$ cat src/rtl/paint_pkg.sv
// rtl/paint_pkg.sv - shared paint RAM color codes and frame geometry
package paint_pkg;

    typedef enum logic [2:0] {
        ERASE  = 3'd0,
        WHITE  = 3'd1,
        BLACK  = 3'd2,
        RED    = 3'd3,
        BLUE   = 3'd4,
        YELLOW = 3'd5,
        GREEN  = 3'd6,
        PURPLE = 3'd7
    } color_e;

    localparam int PAINT_DEPTH  = 640 * 480;
    localparam int PAINT_ADDR_W = 19;

endpackage

$ cat src/rtl/paint_rr_arb.sv
// rtl/paint_rr_arb.sv - 2-way write arbiter, bit0 = brush, bit1 = stamp
// PAINT_WR_ROUND_ROBIN_EN selects round-robin; otherwise brush has fixed priority.
module paint_rr_arb (
`ifdef PAINT_WR_ROUND_ROBIN_EN
    input  logic       clk,
    input  logic       reset,
`endif
    input  logic [1:0] req_i,
    output logic [1:0] gnt_o
);

`ifdef PAINT_WR_ROUND_ROBIN_EN
    // ptr_q == 0 favors brush, 1 favors stamp; it flips to the other port after each grant
    logic ptr_q;

    always_comb begin
        gnt_o = 2'b00;
        if (!ptr_q) begin
            if (req_i[0])      gnt_o = 2'b01;
            else if (req_i[1]) gnt_o = 2'b10;
        end else begin
            if (req_i[1])      gnt_o = 2'b10;
            else if (req_i[0]) gnt_o = 2'b01;
        end
    end

    always_ff @(posedge clk) begin
        if (reset)         ptr_q <= 1'b0;
        else if (gnt_o[0]) ptr_q <= 1'b1;
        else if (gnt_o[1]) ptr_q <= 1'b0;
    end
`else
    always_comb begin
        gnt_o = 2'b00;
        if (req_i[0])      gnt_o = 2'b01;
        else if (req_i[1]) gnt_o = 2'b10;
    end
`endif

endmodule

$ cat src/rtl/paint_wr_arbiter.sv
// rtl/paint_wr_arbiter.sv - paint RAM write port: brush/stamp arbitration plus full-frame clear
// PAINT_WR_ROUND_ROBIN_EN selects round-robin arbitration between brush and stamp.
module paint_wr_arbiter
    import paint_pkg::*;
#(
    parameter int ADDR_W = PAINT_ADDR_W,
    parameter int DEPTH  = PAINT_DEPTH
) (
    input  logic              clk,
    input  logic              reset,
    input  logic              clear_req,
    input  logic              brush_req,
    input  logic [ADDR_W-1:0] brush_addr,
    input  logic [2:0]        brush_data,
    output logic              brush_gnt,
    input  logic              stamp_req,
    input  logic [ADDR_W-1:0] stamp_addr,
    input  logic [2:0]        stamp_data,
    output logic              stamp_gnt,
    output logic              ram_wren,
    output logic [ADDR_W-1:0] ram_wr_addr,
    output logic [2:0]        ram_wr_data,
    output logic              clear_busy,
    output logic              clear_done
);

    typedef enum logic {
        S_IDLE,
        S_CLEAR
    } state_e;

    localparam logic [ADDR_W-1:0] LAST_ADDR = ADDR_W'(DEPTH - 1);

    state_e            state_q;
    logic [ADDR_W-1:0] cnt_q;
    logic              ram_wren_q;
    logic [ADDR_W-1:0] ram_wr_addr_q;
    logic [2:0]        ram_wr_data_q;
    logic              clear_done_q;

    logic              arb_en;
    logic [1:0]        arb_req;
    logic [1:0]        arb_gnt;

    // A clear request in IDLE takes the cycle, so pending requests wait for the sweep
    assign arb_en  = !reset && (state_q == S_IDLE) && !clear_req;
    assign arb_req = {stamp_req, brush_req} & {2{arb_en}};

    paint_rr_arb u_arb (
`ifdef PAINT_WR_ROUND_ROBIN_EN
        .clk   (clk),
        .reset (reset),
`endif
        .req_i (arb_req),
        .gnt_o (arb_gnt)
    );

    always_ff @(posedge clk) begin
        if (reset) begin
            state_q       <= S_IDLE;
            cnt_q         <= '0;
            ram_wren_q    <= 1'b0;
            ram_wr_addr_q <= '0;
            ram_wr_data_q <= 3'b000;
            clear_done_q  <= 1'b0;
        end else begin
            ram_wren_q   <= 1'b0;
            clear_done_q <= 1'b0;
            case (state_q)
                S_IDLE: begin
                    if (clear_req) begin
                        state_q <= S_CLEAR;
                        cnt_q   <= '0;
                    end else if (arb_gnt[0]) begin
                        ram_wren_q    <= 1'b1;
                        ram_wr_addr_q <= brush_addr;
                        ram_wr_data_q <= brush_data;
                    end else if (arb_gnt[1]) begin
                        ram_wren_q    <= 1'b1;
                        ram_wr_addr_q <= stamp_addr;
                        ram_wr_data_q <= stamp_data;
                    end
                end
                S_CLEAR: begin
                    ram_wren_q    <= 1'b1;
                    ram_wr_addr_q <= cnt_q;
                    ram_wr_data_q <= ERASE;
                    if (cnt_q == LAST_ADDR) begin
                        state_q      <= S_IDLE;
                        cnt_q        <= '0;
                        clear_done_q <= 1'b1;
                    end else begin
                        cnt_q <= cnt_q + ADDR_W'(1);
                    end
                end
            endcase
        end
    end

    assign brush_gnt   = arb_gnt[0];
    assign stamp_gnt   = arb_gnt[1];
    assign ram_wren    = ram_wren_q;
    assign ram_wr_addr = ram_wr_addr_q;
    assign ram_wr_data = ram_wr_data_q;
    assign clear_busy  = (state_q == S_CLEAR);
    assign clear_done  = clear_done_q;

endmodule

$ cat config.mk
export PLATFORM = sky130hd
export DESIGN_NAME = paint_wr_arbiter
export DESIGN_NICKNAME = d
export VERILOG_FILES = /design/src/rtl/paint_pkg.sv /design/src/rtl/paint_rr_arb.sv /design/src/rtl/paint_wr_arbiter.sv
export SDC_FILE = /design/constraint.sdc
export NUM_CORES = 1
export LEC_CHECK = 0
export ABC_AREA = 1
export CELL_PAD_IN_SITES_DETAIL_PLACEMENT = 1
export CELL_PAD_IN_SITES_GLOBAL_PLACEMENT = 1
export CORE_AREA = 8 8 71 134
export CTS_CLUSTER_DIAMETER = 60
export DETAILED_ROUTE_END_ITERATION = 10
export DIE_AREA = 0 0 79 142
export PLACE_DENSITY = 0.79
export SLEW_MARGIN = 20
export SYNTH_ARGS = -nofsm -noshare
export SYNTH_HDL_FRONTEND = slang
export SYNTH_SLANG_ARGS = --single-unit
$ cat constraint.sdc
create_clock -name clk -period 2 [get_ports clk]
set_input_delay 0.5 -clock clk [delete_from_list [all_inputs] [get_ports clk]]
set_output_delay 0.5 -clock clk [all_outputs]
set_load 0.03 [all_outputs]
==> results of run 1 <==
## stage by stage
stage	instances	total power [µW]	setup WS (ns)	instance area, µm²
3_3_place_gp	512	1387	-0.02808	3251
4_1_cts	521	2248	0.002032	3408
5_1_grt	521	2306	0.001477	3413
2_1_floorplan	345	1183	0.02244	2395
3_5_place_dp	512	1396	-0.06003	3251
6_report	521	2205	0.04019	3413
## final cells by class
class / instances / area (µm²) / share of cell area [%]
inverter: 30 / 117.6 / 3.446
multi-input combinational: 257 / 1314 / 38.49
sequential: 44 / 880.8 / 25.81
tap: 96 / 120.1 / 3.519
clock inverter: 2 / 10.01 / 0.2933
clock buffer: 6 / 138.9 / 4.069
timing repair buffer: 86 / 832.0 / 24.38
## worst min-delay path by stage
| stage | cells past startpoint | to | slack, ns |
|---|---|---|---|
| after floorplan | 2 | cnt_q[18]$_SDFFE_PP0P_ | 0.44 |
| after global placement | 2 | ram_wr_data[2]$_SDFFE_PP0P_ | 0.46 |
| after detailed placement | 2 | ram_wr_data[0]$_SDFFE_PP0P_ | 0.47 |
| after CTS | 2 | ram_wr_data[0]$_SDFFE_PP0P_ | 0.49 |
| after global routing | 2 | ram_wr_data[0]$_SDFFE_PP0P_ | 0.51 |
| final | 2 | ram_wr_data[0]$_SDFFE_PP0P_ | 0.48 |
## registers in the layout, summed over array words and instances, names as in the netlist
| register | flops |
|---|---|
| cnt_q | 19 |
| ram_wr_addr | 19 |
| ram_wr_data | 3 |
| clear_busy | 1 |
| clear_done | 1 |
| ram_wren | 1 |
## metal layers
metal	wire length, µm	vias to the layer above	track usage, %
met3	506	10	3.987
met5	0	-	0
met4	163	0	4.818
met1	3204	1166	15.37
met2	3890	65	23.73
li1	-	1266	-
## worst min-delay path, stage by stage (launching register included)
cell     delay (ns)
dfxtp_1        0.32
nand2_1        0.06
a21oi_1        0.06
## synth_stat cells
library cell	count	area share, %
nand2_4	2	0.94
o21ai_4	1	0.68
buf_6	3	1.4
o211a_1	11	4.6
dfxtp_1	44	37
nor2_1	35	5.5
nand2_2	2	0.52
o211ai_1	3	0.94
inv_1	27	4.2
a21oi_1	17	3.6
o21ai_0	15	3.1
inv_2	1	0.16
nor3_1	1	0.21
nor2_2	1	0.26
o21ai_1	11	2.3
buf_4	1	0.31
nor2_4	3	1.4
nand2_1	108	17
o21a_1	1	0.31
nand4_1	2	0.52
clkbuf_1	5	0.78
ha_1	1	0.52
inv_4	2	0.52
a21oi_2	1	0.37
nor3_2	7	2.9
nand3_1	23	4.8
buf_2	5	1.0
nand3b_1	1	0.31
xnor2_1	1	0.37
xor2_1	10	3.7
## kinds of logic (layout without fill, tap and decap cells)
kind of cell | Yosys count | after routing | share of synthesized area [%]
xor+xnor | 11 | 11 | 4.023
flops | 44 | 44 | 36.78
compound gates | 60 | 60 | 15.88
buf+inv | 44 | 124 | 8.464
fa+ha+maj | 1 | 1 | 0.5224
simple gates | 185 | 185 | 34.33
## timing repair
action / in CTS / in global routing
resized for setup: 4 / 2
setup endpoints to repair: 2 / 4
buffers inserted: 1 / 0
pin swaps: 1 / 0
## power by group through the flow
| stage | combinational [µW] | clock [µW] | sequential [µW] |
|---|---|---|---|
| 6_report | 437 | 832 | 936 |
| 3_3_place_gp | 433 | 0 | 954 |
| 4_1_cts | 444 | 867 | 937 |
| 5_1_grt | 472 | 894 | 941 |
| 3_5_place_dp | 440 | 0 | 956 |
| 2_1_floorplan | 159 | 0 | 1020 |
## cells in the final DEF, fill, tap and decap left out, types with 3 or more instances in the layout
cell	count
a21oi_1	17
buf_4	12
clkbuf_16	5
clkdlybuf4s50_1	70
dfxtp_1	44
inv_1	26
nand2_1	107
nand2_2	3
nand3_1	23
nor2_1	35
nor2_4	3
nor3_2	7
o211a_1	11
o211ai_1	3
o21ai_0	15
o21ai_1	11
xor2_1	10
==> impl_results.md, run 1 <==
- Routed len/inst: 14.90 µm
- Biggest fanout along the worst timing path: 5
- Worst supply voltage drop on vdd: 0.5073 mV
- RSZ-0062 raised after global routing: false
- Largest net degree at the start of global routing: 25
- Setup TNS Final: 0 ns
- Class of the most critical hold timing path: flip-flop to flip-flop
- Run status: complete, no violations
- Final core utilization: 43.61%
- Worst-case register-to-register setup slack: 0.26 ns
- H-Tree Level Count: 2
- Startpoint type of the worst setup path: flip-flop
- Ports: 76
- Number of synthesis warnings: 0
- Iter 0 DRT Violations: 83
- Power share of the sequential group: 42.5%
- Endpoint of the lowest-slack register-to-register path: cnt_q[18]$_SDFFE_PP0P_
- Max capacitance violation total: 0
- Number of antenna violations at the first check in global routing: 0
- Critical Path Slowest Stage Cell: clkdlybuf4s50_1
- Num CTS Buffers: 5
- Routed Antenna Nets: 0
- Remaining max-slew budget at the tightest pin: 72.01%
- Reg2Reg Launch Point: cnt_q[0]$_SDFFE_PP0P_
- Reg clk slew, reported paths: 0.06 ns
- Power density of the placed cells: 645.9 nW/µm²
- Filler Cells Inserted: 1,026
- Kind of end point of the critical path: output pin
- Number of global-route vias before repair: 2,574
- Switching power: 590.2 µW
- Core ar.: 7828 µm²
- Die X: 79 µm
- Shortest clock period the worst path allows after layout: 1.960 ns
- Achievable clock frequency: 510.3 MHz
- Worst setup skew after layout: 0.004155 ns
- Maximum buffer depth of the clock tree: 2
- Origin of the worst min-delay path: ram_wr_data[0]$_SDFFE_PP0P_
- Via Count: 2,507
- All-layer global routing usage: 13.74%
- Cell count after synthesis: 345
- Detailed-placement wirelength estimate: 6210 µm
- Worst EP required: 1.50 ns
- Post-synthesis instance area: 2395 µm²
- Overflow left after global routing: 0
- Starting utilization of the core area: 30.59%
- Antenna fix cells: 0
- Final estimated routing congestion in global placement: 0.8086
- Worst Hold Margin: 0.4804 ns
- CTS Sinks: 44
- Ordered list of cells on the worst path: clkdlybuf4s50_1
- Floorplan die area: 11,220 µm²
- Area overhead of the layout relative to synthesis: 42.53%
- Number of endpoints with negative hold slack in the final report: 0
- Post-layout nets: 474
- Logic gate share of total power: 19.8%
- Final critical-path share of the clock period: 97.99%
- Leakage component of the power: 0.001415 µW
- TritonRoute pass-1 iters: 4
- Share of power burned in the clock network: 37.7%
- Number of buffers added on ports: 75
- Sequential element share of the synthesized area: 36.78%
- Net count after synthesis: 395
- Syn Area/Cell: 6.941 µm²
- First-pass GRT wire length: 12,450 µm
- Final setup violation count: 0
- Number of unique standard cell types used by synthesis: 30
- Flip-flop and latch count after synthesis: 44
- Max-slew violations: 0
- Critical path launch point: clear_busy$_SDFF_PP0_
- Internal: 1615 µW
- Switching fraction of total power: 26.77%
- Clock latency reported for the late side of the worst-skew pair: 0.29 ns
- Critical path endpoint: clear_busy
- Count of buffering cells on the critical path with inverters included: 1
- Worst Reg-to-Reg Cells: 9
- Hold buffer count at CTS: 0
- Final Routed Wirelength: 7765 µm
- Fraction of final layout cells sized beyond drive strength 1: 10.12%
- Worst Tran Pin Value: 0.4193 ns
- Data arrival time of the critical path: 1.46 ns
- Clock tree from TritonCTS: yes
- Cell Rows: 46
- Count of cell instances traversed by the critical path: 1
- Cell at the root of the clock tree: clkbuf_16
- Family with the most delay on the worst path: buffers and inverters
- Post-route DRC: 0
- Y dimension of the die: 142 µm
- Vias per inst: 4.812
- Maximum cell stage delay along the critical path: 0.73 ns
- Startpoint-to-endpoint class of the critical path: flip-flop to output pin
Power figures use the tool's default switching activity.
==> inputs of run 2 (changes only) <==
HOLD_SLACK_MARGIN = 0.02   (was not set)
==> results of run 2 <==
Final layout, timing and power as in run 1 (identical DEF).
==> inputs of run 3 (changes only) <==
==> constraint.sdc (replaced) <==
create_clock -name clk -period 2 [get_ports clk]
set_input_delay 0.4 -clock clk [delete_from_list [all_inputs] [get_ports clk]]
set_output_delay 0.4 -clock clk [all_outputs]
set_load 0.03 [all_outputs]
==> run 3 against run 2 <==
Compared with the run above: fmax increased by 4.0%; via count decreased by 0.12%; power decreased by 1.8%; sequential power about the same; setup slack improved by 0.075 ns; non-clock buffer count is 1 lower; clock skew decreased by 0.0017 ns; hold slack worse by 0.0037 ns; routed wire length increased by 3.2%; critical endpoint unchanged; largest power group unchanged.
==> impl_results.md, run 3 (same netlist as run 1, synthesis figures left out) <==
- Fraction of final layout cells sized beyond drive strength 1: 8.983% (-1.1 points)
- Reg clk slew, reported paths: 0.06 ns (about the same)
- Final Routed Wirelength: 8014 µm (+3.2%)
- Y dimension of the die: 142 µm (unchanged)
- Worst EP required: 1.60 ns (+0.10 ns)
- Final setup violation count: 0 (unchanged)
- Post-cts resize count: 0 (-4)
- Routed Antenna Nets: 0 (unchanged)
- Number of global-route vias before repair: 2,608 (+1.3%)
- Routed len/inst: 15.44 µm (+3.6%)
- Largest net degree at the start of global routing: 25 (unchanged)
- Maximum cell stage delay along the critical path: 0.73 ns (about the same)
- Antenna fix cells: 0 (unchanged)
- DP Worst Slack: 0.06519 ns (+0.1252 ns)
- Cell Rows: 46 (unchanged)
- Post-CTS Setup Inserts: 0 (-1)
- Ordered list of cells on the worst path: clkdlybuf4s50_1
- Area overhead of the layout relative to synthesis: 41.85%
- Number of buffers added on ports: 75 (unchanged)
- Final estimated routing congestion in global placement: 0.7974 (-1.4%)
- Leakage component of the power: 0.001390 µW (-1.8%)
- Cell at the root of the clock tree: clkbuf_16
- Data arrival time of the critical path: 1.48 ns (+0.02 ns)
- Total power: 2165 µW (-1.8%)
- Run status: complete, no violations
- Final Worst Setup Slack: 0.1151 ns (+0.07489 ns)
- Ports: 76 (unchanged)
- Overflow left after global routing: 0 (unchanged)
- Commonest non-fill, non-tap cell in the layout: nand2_1
- Finished Cell Area: 3397 µm² (-0.48%)
- Startpoint-to-endpoint class of the critical path: flip-flop to output pin
- Starting utilization of the core area: 30.59% (unchanged)
- Number of antenna violations at the first check in global routing: 0 (unchanged)
- Worst supply voltage drop on vdd: 0.4865 mV (-4.1%)
- Worst setup skew after layout: 0.002495 ns (-0.001660 ns)
- Die X: 79 µm (unchanged)
- H-Tree Level Count: 2 (unchanged)
- Shortest clock period the worst path allows after layout: 1.885 ns (-0.07489 ns)
- Num CTS Buffers: 5 (unchanged)
- Count of buffering cells on the critical path with inverters included: 1 (unchanged)
- Class of the most critical hold timing path: flip-flop to flip-flop
- RSZ-0062 raised after global routing: false
- Worst Tran Pin Value: 0.4359 ns (+0.01661 ns)
- Post-route DRC: 0 (unchanged)
- Post-layout nets: 473 (-0.21%)
- Core ar.: 7828 µm² (unchanged)
- Clock latency reported for the late side of the worst-skew pair: 0.29 ns (about the same)
- First-pass GRT wire length: 13,010 µm (+4.5%)
- Setup TNS Final: 0 ns (unchanged)
- Achievable clock frequency: 530.5 MHz (+4.0%)
- Max-slew violations: 0 (unchanged)
- Kind of end point of the critical path: output pin
- Critical Path Slowest Stage Cell: clkdlybuf4s50_1
- Maximum buffer depth of the clock tree: 2 (unchanged)
- Vias per inst: 4.825 (+0.27%)
- Max capacitance violation total: 0 (unchanged)
- Number of endpoints with negative hold slack in the final report: 0 (unchanged)
- Placed standard-cell area: 3263 µm² (+0.38%)
- Startpoint type of the worst setup path: flip-flop
- Via Count: 2,504 (-0.12%)
- All-layer global routing usage: 14.31% (+0.57 points)
- Iter 0 DRT Violations: 71 (-14%)
- Hold buffer count at CTS: 0 (unchanged)
- Floorplan die area: 11,220 µm² (unchanged)
- Clock tree from TritonCTS: yes
- Detailed-placement wirelength estimate: 6222 µm (+0.19%)
- TritonRoute pass-1 iters: 4 (unchanged)
- Family with the most delay on the worst path: buffers and inverters
- CTS Sinks: 44 (unchanged)
- Remaining max-slew budget at the tightest pin: 70.91% (-1.1 points)
- Final critical-path share of the clock period: 94.25% (-3.7 points)
- Biggest fanout along the worst timing path: 6 (+1)
- Commonest cells after routing, fill and taps aside: nand2_1 (108), clkdlybuf4s50_1 (73), dfxtp_1 (44), nor2_1 (35), inv_1 (27)
- Power density of the placed cells: 637.4 nW/µm² (-1.3%)
run 3: cell types whose count changed in the layout (fill, tap and decap cells not counted), sizes merged:
cell           before  now
clkdlybuf4s50      70   73
dlygate4sd2         2    0
buf                13   12
clkinv              2    1
dlymetal6s2s        1    0
run 3: final cells by class:
class	instances	area, µm²
clock inverters	1	5.005
repair buffers	85	833.3
well taps	96	120.1
fillers	1046	4431
clock buffers	6	128.9
multi-input cells	257	1311
flip-flops and latches	44	880.8
inverters	30	117.6
run 3: through the flow:
step | utilization, % | std cells | hold WS [ns]
after global placement | 41.69 | 512 | 0.4612
after CTS | 43.40 | 519 | 0.4820
final | 43.40 | 519 | 0.4767
after global routing | 43.40 | 519 | 0.5010
after floorplan | - | 345 | 0.4442
after detailed placement | 41.69 | 512 | 0.4625
run 3: path summary, 6_finish.rpt:
| kind | from | end | slack, ns | cells after the start |
|---|---|---|---|---|
| worst max-delay path | clear_busy$_SDFF_PP0_ | clear_busy | 0.12 | 1 |
| worst min-delay path | ram_wr_data[2]$_SDFFE_PP0P_ | ram_wr_data[2]$_SDFFE_PP0P_ | 0.48 | 2 |
| worst max register to register | cnt_q[0]$_SDFFE_PP0P_ | cnt_q[2]$_SDFFE_PP0P_ | 0.27 | 9 |
| worst min register to register | ram_wr_data[2]$_SDFFE_PP0P_ | ram_wr_data[2]$_SDFFE_PP0P_ | 0.48 | 2 |
run 3: routing by layer:
metal	GRT usage [%]	share of wire, %	vias up
met1	15.99	41	1175
met4	4.130	1.1	0
met5	0	0	-
met3	3.291	5.1	7
li1	-	-	1263
met2	25.73	52	59
run 3: report_power, final:
group          switching (µW)  internal (µW)  leakage (µW)  total, µW
combinational             227            210      0.000964        437
clock                     337            454     0.0000667        791
sequential               22.3            915      0.000359        937
